File: src/rtl/add_share_arbiter.sv
// Round-robin arbiter that time-shares one sample/done adder among NUM_REQ requesters.
// Define ADD_ARB_TIMEOUT_EN to bound the wait for the adder's done rise by TIMEOUT cycles.
module add_share_arbiter #(
    parameter int NUM_REQ = 4,
    parameter int W       = 4,
    parameter int TIMEOUT = 16
) (
    input  logic                       clk,
    input  logic                       rst_n,
    input  logic [NUM_REQ-1:0]         req,
    input  logic [NUM_REQ*W-1:0]       req_a,
    input  logic [NUM_REQ*W-1:0]       req_b,
    output logic [NUM_REQ-1:0]         gnt,
    output logic                       rsp_valid,
    output logic [$clog2(NUM_REQ)-1:0] rsp_id,
    output logic [W:0]                 rsp_sum,
    output logic                       rsp_err,
    output logic [W-1:0]               add_a,
    output logic [W-1:0]               add_b,
    output logic                       add_sample,
    input  logic [W:0]                 add_s,
    input  logic                       add_done
);

    localparam int IDW = $clog2(NUM_REQ);

    localparam logic [1:0] S_IDLE  = 2'd0;
    localparam logic [1:0] S_ISSUE = 2'd1;
    localparam logic [1:0] S_WAIT  = 2'd2;
    localparam logic [1:0] S_RESP  = 2'd3;

    if (NUM_REQ < 2 || NUM_REQ > 8 || TIMEOUT < 1) begin : g_param_check
        $error("add_share_arbiter: NUM_REQ must be 2..8 and TIMEOUT positive");
    end

    logic [1:0]     state;
    logic [IDW-1:0] rr;
    logic [IDW-1:0] win;
    logic [IDW-1:0] idx;
    logic           found;
    logic           done_q;
    logic           rise;

    assign rise = add_done & ~done_q;

    // Search upward from the requester after the last winner, wrapping around.
    always_comb begin
        win   = rr;
        found = 1'b0;
        idx   = '0;
        for (int k = 1; k <= NUM_REQ; k++) begin
            idx = IDW'((int'(rr) + k) % NUM_REQ);
            if (!found && req[idx]) begin
                win   = idx;
                found = 1'b1;
            end
        end
    end

`ifdef ADD_ARB_TIMEOUT_EN
    localparam int CNT_W = $clog2(TIMEOUT + 1);
    logic [CNT_W-1:0] tmo_cnt;
`else
    assign rsp_err = 1'b0;
`endif

    always_ff @(posedge clk or negedge rst_n) begin
        if (!rst_n) begin
            state      <= S_IDLE;
            rr         <= IDW'(NUM_REQ - 1);
            done_q     <= 1'b0;
            gnt        <= '0;
            rsp_valid  <= 1'b0;
            rsp_id     <= '0;
            rsp_sum    <= '0;
            add_a      <= '0;
            add_b      <= '0;
            add_sample <= 1'b0;
`ifdef ADD_ARB_TIMEOUT_EN
            rsp_err    <= 1'b0;
            tmo_cnt    <= '0;
`endif
        end else begin
            done_q <= add_done;
            case (state)
                S_IDLE: begin
                    if (found) begin
                        add_a      <= req_a[win*W +: W];
                        add_b      <= req_b[win*W +: W];
                        add_sample <= 1'b1;
                        gnt        <= NUM_REQ'(1) << win;
                        rr         <= win;
                        rsp_id     <= win;
                        state      <= S_ISSUE;
                    end
                end
                // Done-rise detection is skipped here so a stale done level is masked.
                S_ISSUE: begin
                    add_sample <= 1'b0;
                    gnt        <= '0;
`ifdef ADD_ARB_TIMEOUT_EN
                    tmo_cnt    <= '0;
`endif
                    state      <= S_WAIT;
                end
                S_WAIT: begin
                    if (rise) begin
                        rsp_sum   <= add_s;
                        rsp_valid <= 1'b1;
                        state     <= S_RESP;
                    end
`ifdef ADD_ARB_TIMEOUT_EN
                    else if (tmo_cnt == CNT_W'(TIMEOUT - 1)) begin
                        rsp_err <= 1'b1;
                        state   <= S_RESP;
                    end else begin
                        tmo_cnt <= tmo_cnt + 1'b1;
                    end
`endif
                end
                S_RESP: begin
                    rsp_valid <= 1'b0;
`ifdef ADD_ARB_TIMEOUT_EN
                    rsp_err   <= 1'b0;
`endif
                    state     <= S_IDLE;
                end
                default: state <= S_IDLE;
            endcase
        end
    end

endmodule

File: config.mk
export PLATFORM = sky130hd
export DESIGN_NAME = add_share_arbiter
export DESIGN_NICKNAME = d
export VERILOG_FILES = /design/src/rtl/add_share_arbiter.sv
export SDC_FILE = /design/constraint.sdc
export NUM_CORES = 1
export LEC_CHECK = 0
export CORE_MARGIN = 1
export CORE_UTILIZATION = 45
export DETAILED_ROUTE_END_ITERATION = 8
export PLACE_DENSITY_LB_ADDON = 0.15
export SYNTH_ARGS = -nofsm -noshare
export SYNTH_HDL_FRONTEND = slang
export SYNTH_SLANG_ARGS = --single-unit
export TNS_END_PERCENT = 30
File: constraint.sdc
create_clock -name clk -period 3.1 [get_ports clk]
set_input_delay 0.31 -clock clk [delete_from_list [all_inputs] [get_ports clk]]
set_output_delay 0.31 -clock clk [all_outputs]
set_load 0.01 [all_outputs]
Word level (Yosys, flattened, before mapping)
Cells that the tools add are included.
Widths: inputs -> output; s select.
{"block": "op_classes", "addsub": 4, "n_mul": 0, "n_div": 0, "order_cmp": 4, "eq_ne": 5, "shift": 3, "muxes": 25, "n_bitwise": 2, "reduce_logical": 14}
{"operator": "$shiftx 16x5->4", "n": 2}
{"operator": "$lt 2x3->1 const B", "n": 4}
{"operator": "$mux 2", "n": 6}
{"operator": "$mux 1", "n": 10}
{"operator": "$reduce_and 2->1", "n": 5}
{"operator": "$bmux 1 s2", "n": 4}
{"operator": "$pmux 2 s4", "n": 1}
{"operator": "$pmux 4 s2", "n": 1}
{"operator": "$add 2x1->2 const B", "n": 2}
{"operator": "$add 2x2->2 const B", "n": 2}
{"operator": "$eq 2x2->1 const B", "n": 2}
{"operator": "$mux 4", "n": 1}
{"operator": "$ne 2x2->1 const B", "n": 2}
{"operator": "$pmux 1 s2", "n": 2}
{"operator": "$reduce_bool 2->1", "n": 2}
{"operator": "$shl 1x2->4 const A", "n": 1}
{"operator": "$logic_and 1x1->1", "n": 3}
{"operator": "$logic_not 1->1", "n": 3}
{"operator": "$eq 2x1->1 const B", "n": 1}
{"operator": "$logic_not 2->1", "n": 1}
{"operator": "$and 1x1->1", "n": 1}
{"operator": "$not 1->1", "n": 1}
{"block": "word_totals", "regBits": 26, "latchBits": 0, "ram_bits": 0, "romBits": 0, "in_bits": 44, "output_inout_bits": 22, "word_cells": 67, "mem_count": 0}

Logic depth before layout (Yosys ltp)
Gate-level depths: netlist of the first run.
{"block": "depth", "word_depth": 16, "mapped_depth": 7, "mapped_depth_nobuf": 7}

Least setup slack after synthesis of the first run
Ideal clock, no wire load.
{"block": "synth_timing", "path_type": "register to register", "start": "register rr[1]", "end": "register add_a[0]", "setup_time_ns": 0.127, "arrival_ns": 1.493, "t_required_ns": 2.973, "setup_slack_ns": 1.480, "stages_incl_launch_ff": 8, "n_path_buf": 2, "period_less_slack_ns": 1.620, "path_cell_list": "dfstp_2 buf_4 nand2b_4 a21oi_4 nor3_2 buf_6 mux2i_1 o211ai_2"}
{"block": "synth_between", "elab_chain_len": 14, "word_cells_on_any_way": 28, "cone_classes": "add/sub (4); shift (1); mux (16); reduce/logical (7)"}
{"element": "from (decl)", "line_no": "37", "rtl": "logic [IDW-1:0] rr;"}
{"element": "from (signal assigned)", "line_no": "70", "rtl": "rr <= IDW'(NUM_REQ - 1);"}
{"element": "from (signal assigned)", "line_no": "92", "rtl": "rr <= win;"}
{"element": "$add 2x1->2", "line_no": "52", "rtl": "idx = IDW'((int'(rr) + k) % NUM_REQ);"}
{"element": "$bmux 1 s2", "line_no": "53", "rtl": "if (!found && req[idx]) begin"}
{"element": "$mux 1 (implied by the code)", "line_no": "53"}
{"element": "$mux 1", "line_no": "53"}
{"element": "$logic_not 1->1", "line_no": "53"}
{"element": "$logic_and 1x1->1", "line_no": "53"}
{"element": "$mux 1", "line_no": "53"}
{"element": "$logic_not 1->1", "line_no": "53"}
{"element": "$logic_and 1x1->1", "line_no": "53"}
{"element": "$mux 1", "line_no": "53"}
{"element": "$logic_not 1->1", "line_no": "53"}
{"element": "$logic_and 1x1->1", "line_no": "53"}
{"element": "$mux 2 or $mux 1 (tied branches)", "line_no": "53"}
{"element": "$shiftx 16x5->4 or $reduce_and 2->1 (tied branches)"}
{"element": "to (signal assigned)", "line_no": "88", "rtl": "add_a <= req_a[win*W +: W];"}
{"element": "to (decl)", "line_no": "18", "rtl": "output logic [W-1:0] add_a,"}
Parallel ways exist; a longest one is shown, timed or not. The select of a mux whose other input is x is not followed.
A chain may end at the register's enable or synchronous reset.

Final worst setup path of the first run
{"block": "layout_timing", "start": "register rr[1]", "end": "register gnt[3]"}
{"block": "layout_between", "elab_chain_len": 16, "word_cells_on_any_way": 31, "cone_classes": "add/sub (4); eq/ne (1); shift (1); mux (18); reduce/logical (7)"}
{"element": "$add 2x1->2", "line_no": "52"}
{"element": "$bmux 1 s2", "line_no": "53"}
{"element": "$mux 1 (implied by the code)", "line_no": "53"}
{"element": "$mux 1", "line_no": "53"}
{"element": "$logic_not 1->1", "line_no": "53"}
{"element": "$logic_and 1x1->1", "line_no": "53"}
{"element": "$mux 1", "line_no": "53"}
{"element": "$logic_not 1->1", "line_no": "53"}
{"element": "$logic_and 1x1->1", "line_no": "53"}
{"element": "$mux 1", "line_no": "53"}
{"element": "$logic_not 1->1", "line_no": "53"}
{"element": "$logic_and 1x1->1", "line_no": "53"}
{"element": "$mux 2", "line_no": "53"}
{"element": "$shl 1x2->4", "line_no": "91", "rtl": "gnt <= NUM_REQ'(1) << win;"}
{"element": "$mux 4", "line_no": "87", "rtl": "if (found) begin"}
{"element": "$pmux 4 s2", "line_no": "85", "rtl": "case (state)"}
{"element": "to (signal assigned)", "line_no": "91"}
{"element": "to (decl)", "line_no": "13", "rtl": "output logic [NUM_REQ-1:0] gnt,"}
Parallel ways exist; a longest one is shown, timed or not. The select of a mux whose other input is x is not followed.

==> flow_metrics.env, run 1 <==
export IMPL_cts_setup_buffers=0
export IMPL_drv_slew=0
export IMPL_max_freq_mhz=489.3
export IMPL_synth_commonest_cells="dfrtp_1 (24), nand2_1 (19), o31ai_1 (9)"
export IMPL_period_share_pct=65.93
export IMPL_ir_drop_mv=0.4271
export IMPL_clk_path_buf_depth=2
export IMPL_port_buffers=64
export IMPL_wirelength_um=4235
export IMPL_ys_ff_latch=26
export IMPL_core_area_um2=3390
export IMPL_vias=1457
export IMPL_leakage_nw=0.9603
export IMPL_drtIter0Drc=74
export IMPL_final_nets=261
export IMPL_synth_main_ff_cell="dfrtp_1"
export IMPL_clockRootBuffer="clkbuf_4"
export IMPL_syn_inst=150
export IMPL_finalHoldViolCount=0
export IMPL_die_area_um2=3862
export IMPL_tightest_slew_ps=675.2
export IMPL_numCtsBuffers=3
export IMPL_synth_edf_count=0
export IMPL_io_pins=66
export IMPL_start_util_pct=48.03
export IMPL_synth_area_leader_cell="dfrtp_1"
export IMPL_p_total_mw=1.970
export IMPL_grt_pass1_wl_um=7044
export IMPL_track_usage_pct=22.69
export IMPL_ys_warnings_count=0
export IMPL_htree_levels=1
export IMPL_clkTransAtPathRegs_ps=150
export IMPL_die_h_um=62.15
export IMPL_syn_area_um2=1628
export IMPL_slew_headroom_pct=54.85
export IMPL_firstDrtPassIters=4
export IMPL_synth_most_common_cell="dfrtp_1"
export IMPL_tritoncts="yes"
export IMPL_wl_per_cell_um=16.48
export IMPL_grt_ovfl_total=0
export IMPL_crit_start="rr[1]"
export IMPL_crit_type="register to register"
export IMPL_cts_resized=0
export IMPL_rsz0062_at_grt="no"
export IMPL_max_cap_violations=0
export IMPL_min_period_ps=2044
export IMPL_p_seq_share_pct=32.3
export IMPL_cts_hold_buf=0
export IMPL_final_setup_viol_count=0
export IMPL_switching_share_pct=40.88
export IMPL_hpwl_um=3048
export IMPL_grt_pass1_vias=1517
export IMPL_std_cell_rows=21
export IMPL_drc=0
export IMPL_status="finished, final reports clean"
export IMPL_p_comb_share_pct=58.9
export IMPL_drive_gt1_share_pct=15.64
export IMPL_endpoint_kind="register"
export IMPL_intPower_mw=1.165
export IMPL_grt_start_max_net_pins=27
export IMPL_synthesis_nets=199
export IMPL_crit_reg2reg_launch="rr[1]"
export IMPL_ant_nets=0
export IMPL_worstPathMaxFanout=12
export IMPL_required_ps=3360
export IMPL_gp_congestion=0.8031
export IMPL_hold_class="input port to asynchronous set/reset pin"
export IMPL_tns_ps=0
export IMPL_power_switching_mw=0.8053
export IMPL_die_w_um=62.15
export IMPL_routed_via_density=5.669
export IMPL_syn_area_per_cell_um2=10.85
export IMPL_yosys_top_cells_area="dfrtp_1 (37%), o211ai_2 (5.4%), mux2i_1 (4.9%), nand2_1 (4.4%), a211o_1 (4.3%)"
export IMPL_numClockSinks=26
export IMPL_antenna_found_initial=0
export IMPL_clkPwrFrac_pct=8.8
export IMPL_powerDensity_nw_per_um2=855.7
export IMPL_synth_async_reset_ratio_pct=100.0
export IMPL_skew_ps=7.994
export IMPL_crit_arrival_ps=2300
export IMPL_syn2layout_area_growth_pct=41.43
export IMPL_ys_seq_area_share_pct=40.12
export IMPL_critPathLaunchType="register"
export IMPL_antenna_cells=0
export IMPL_synth_distinct_cells=43
export IMPL_clkLatencyLatePin_ps=320
export IMPL_synth_top_cell_area_share_pct=36.89
-- logic make-up after synthesis --
family	count (synthesis)	share of synthesized area (%)
AOI/OAI and AO/OA	46	24.60
adders and majority gates	5	3.843
buffers and inverters	12	5.303
DFF	26	40.12
muxes	13	8.378
other	1	0.2304
and+or+nand+nor	47	17.52
-- routing by layer --
layer	wire length, µm	vias up	track usage, %
met4	34	0	8.430
met1	1913	712	28.32
met5	0	-	0
met3	270	4	4.228
met2	2016	61	38.87
li1	-	680	-
-- area by class of cell --
class                           instances  area [µm²]
Timing Repair Buffer                   66       655.6
Multi-Input combinational cell        112       888.4
Fill cell                             276        1087
Clock buffer                            4       36.28
Sequential cell                        26       653.1
Inverter                                3       11.26
Tap cell                               46       57.56
-- final timing paths --
check | endpoint | slack (ps) | depth (start not counted)
hold / removal | rsp_id[0] | 340 | 2
setup / recovery | gnt[3] | 1060 | 5
hold reg to reg | rsp_id[1] | 500 | 2
min in group clk | done_q | 490 | 1
setup reg to reg | gnt[3] | 1060 | 5
max in group asynchronous | rr[1] | 2450 | 2
-- per-stage QoR --
stage	hold WS (ps)	worst slack [ps]	util [%]	area, µm²	cells
CTS	354.7	1070	67.92	2302	257
floorplan	14.41	1480	-	1628	150
global route	389.7	950.5	67.92	2302	257
finish	339.5	1056	67.92	2302	257
global placement	473.1	910.3	66.85	2266	253
detailed placement	469.2	799.1	66.85	2266	253
-- cells in the final DEF, fill, tap and decap left out, drive strengths merged --
cell	instances
a311oi	1
and2	1
clkdlybuf4s50	64
nor2	3
a31oi	1
a21oi	4
or3b	1
ha	5
conb	1
nand3	1
dfrtp	24
a211o	8
o21ai	8
nand3b	2
nor2b	1
o32a	1
a2bb2oi	1
nor3	2
or4	1
nor3b	1
o21a	2
clkbuf	4
nand2b	5
mux2	5
buf	2
o211ai	8
inv	3
a21o	3
dfstp	2
mux2i	8
nand4	8
o31ai	9
nand2	21
-- worst max-delay path, stage by stage, from the launching register on --
cell and delay (ps):
dfstp_2 680, nand3b_1 120, a31oi_2 600, nand2_4 250, a2bb2oi_2 220, o21ai_1 130
-- sequential cells by signal (all words and copies together) (netlist names) --
| name | count |
|---|---|
| done_q | 1 |
| add_b | 4 |
| add_a | 4 |
| state | 2 |
| rr | 2 |
| gnt | 4 |
| rsp_valid | 1 |
| add_sample | 1 |
| rsp_sum | 5 |
| rsp_id | 2 |
-- power by group through the flow --
stage | registers (mW) | clock network (mW) | logic [mW]
after global placement | 0.629 | 0 | 1.12
after floorplan | 0.665 | 0 | 0.715
after detailed placement | 0.643 | 0 | 1.15
after global routing | 0.658 | 0.188 | 1.25
final | 0.635 | 0.174 | 1.16
after CTS | 0.637 | 0.178 | 1.16
(Power assumes the default switching activity.)
==> inputs of run 2 (changes only) <==
--- a/config.mk
+++ b/config.mk
@@ -6,7 +6,7 @@
 export NUM_CORES = 1
 export LEC_CHECK = 0
 export CORE_MARGIN = 1
-export CORE_UTILIZATION = 45
+export CORE_UTILIZATION = 39
 export DETAILED_ROUTE_END_ITERATION = 8
 export PLACE_DENSITY_LB_ADDON = 0.15
 export SYNTH_ARGS = -nofsm -noshare
==> constraint.sdc (replaced) <==
create_clock -name clk -period 1.7 [get_ports clk]
set_input_delay 0.17 -clock clk [delete_from_list [all_inputs] [get_ports clk]]
set_output_delay 0.17 -clock clk [all_outputs]
set_load 0.01 [all_outputs]
==> run 2 against run 1 <==
The flow now finishes with violations (setup timing); worst hold slack got worse by 81 ps; cell count rose by 9.3%; register-to-register slack got worse by 1100 ps; critical path depth increased by 1; largest cell class unchanged.
==> flow_metrics.env, run 2 (synthesized netlist as in run 1, its figures left out) <==
export IMPL_ir_drop_mv=0.8993
export IMPL_regMostFlops="rsp_sum"
export IMPL_grt_pass1_vias=1564
export IMPL_p_total_mw=4.150
export IMPL_drv_slew=0
export IMPL_clk_path_buf_depth=2
export IMPL_firstDrtPassIters=4
export IMPL_worst_slack_ps=-36.36
export IMPL_place_inst=275
export IMPL_final_common_cell="clkdlybuf4s50_1"
export IMPL_die_w_um=66.61
export IMPL_htree_levels=1
export IMPL_drtIter0Drc=76
export IMPL_required_ps=1860
export IMPL_tns_ps=-157.2
export IMPL_instances_no_fill=281
export IMPL_endpoint_kind="register"
export IMPL_final_cell_mix="clkdlybuf4s50_1 (64), dfrtp_1 (24), nand2_1 (17)"
export IMPL_wl_per_cell_um=16.09
export IMPL_dp_slack_ps=-267.5
export IMPL_max_freq_mhz=575.9
export IMPL_drc=0
export IMPL_core_area_um2=4000
export IMPL_min_period_ps=1736
export IMPL_largest_reg_flops=5
export IMPL_wirelength_um=4520
export IMPL_powerDensity_nw_per_um2=1619
export IMPL_ff2ff_setup_slack_ps=-40
export IMPL_max_cap_violations=0
export IMPL_antenna_found_initial=0
export IMPL_numClockSinks=26
export IMPL_clkPwrFrac_pct=9.8
export IMPL_antenna_cells=0
export IMPL_grt_pass1_wl_um=7245
export IMPL_numCtsBuffers=3
export IMPL_vias=1516
export IMPL_p_comb_share_pct=62.4
export IMPL_grt_ovfl_total=0
export IMPL_crit_reg2reg_launch="rr[1]"
export IMPL_crit_type="register to register"
export IMPL_p_seq_share_pct=27.8
export IMPL_track_usage_pct=21.71
export IMPL_leakage_nw=1.094
export IMPL_clkLatencyLatePin_ps=270
export IMPL_start_util_pct=40.69
export IMPL_worstPathMaxFanout=8
export IMPL_routed_via_density=5.395
export IMPL_drive_gt1_share_pct=25.97
export IMPL_status="finished, violations left"
export IMPL_fillCellCount=310
export IMPL_syn2layout_area_growth_pct=57.49
export IMPL_port_buffers=64
export IMPL_die_area_um2=4436
export IMPL_r2r_cells=6
export IMPL_io_pins=66
export IMPL_power_switching_mw=1.591
export IMPL_clockRootBuffer="clkbuf_8"
export IMPL_crit_arrival_ps=1900
export IMPL_violations="setup timing"
export IMPL_final_nets=281
export IMPL_grt_start_max_net_pins=27
export IMPL_hpwl_um=3429
export IMPL_crit_start="rr[1]"
export IMPL_clkTransAtPathRegs_ps=90
export IMPL_skew_ps=3.457
export IMPL_finalHoldViolCount=0
export IMPL_switching_share_pct=38.33
export IMPL_tritoncts="yes"
export IMPL_final_setup_viol_count=8
export IMPL_intPower_mw=2.559
export IMPL_std_cell_rows=23
export IMPL_rsz0062_at_grt="yes"
export IMPL_critPathLaunchType="register"
export IMPL_period_share_pct=102.1
export IMPL_gp_congestion=0.8716
export IMPL_ant_nets=0
export IMPL_hold_class="input port to asynchronous set/reset pin"
export IMPL_die_h_um=66.61
[run 2: power by group through the flow]
stage / sequential [mW] / combinational [mW] / clock (mW)
floorplan: 1.21 / 1.30 / 0
global placement: 1.15 / 2.38 / 0
detailed placement: 1.16 / 2.44 / 0
CTS: 1.16 / 2.56 / 0.418
global route: 1.19 / 2.80 / 0.435
finish: 1.16 / 2.59 / 0.406
[run 2: critical path, stage by stage (launching register included)]
cell and delay (ps):
dfstp_2 630, nand2b_4 170, a21oi_4 80, nor3_4 240, buf_6 180, mux2i_1 230, o211ai_2 100
[run 2: stage by stage]
step | hold slack, ps | cell area [µm²] | util (%)
global route | 286.0 | 2564 | 64.09
detailed placement | 467.8 | 2444 | 61.09
CTS | 263.4 | 2550 | 63.75
global placement | 461.1 | 2444 | 61.09
finish | 259.0 | 2564 | 64.09
floorplan | -125.6 | 1628 | -
[run 2: final timing paths]
check / to
max: add_a[0]
min in group clk: done_q
min reg2reg: rsp_id[1]
min: add_b[3]
max reg2reg: add_a[0]
max in group asynchronous: rr[0]
[run 2: layout make-up]
type | count | area [µm²] | share of cell area, %
inverter | 3 | 11.26 | 0.4392
tap | 50 | 62.56 | 2.440
sequential | 26 | 653.1 | 25.48
multi-input combinational | 112 | 919.6 | 35.87
clock buffer | 4 | 55.05 | 2.147
timing repair buffer | 86 | 862.1 | 33.63
[run 2: timing repair]
| item | CTS | global route |
|---|---|---|
| hold buffers | 0 | 0 |
| hold endpoints to repair | 0 | 0 |
| buffers inserted | 2 | 0 |
| gates cloned | 0 | 0 |
| setup endpoints to repair | 10 | 12 |
| gates resized for setup | 10 | 4 |
| pin swaps | 10 | 2 |
[run 2: layer usage]
metal	vias up	share of wire, %	routed length (µm)	GRT usage [%]
li1	719	-	-	-
met1	741	42	1911	26.64
met2	50	52	2337	38.76
met3	6	4.8	216	3.082
met4	0	1.2	55	6.649
met5	-	0	0	0
==> inputs of run 3 (changes only) <==
--- a/config.mk
+++ b/config.mk
@@ -5,6 +5,7 @@
 export SDC_FILE = /design/constraint.sdc
 export NUM_CORES = 1
 export LEC_CHECK = 0
+export CAP_MARGIN = 20
 export CORE_MARGIN = 1
 export CORE_UTILIZATION = 39
 export DETAILED_ROUTE_END_ITERATION = 8
==> results of run 3 <==
The final DEF is identical to that of run 2; final timing and power are the same.
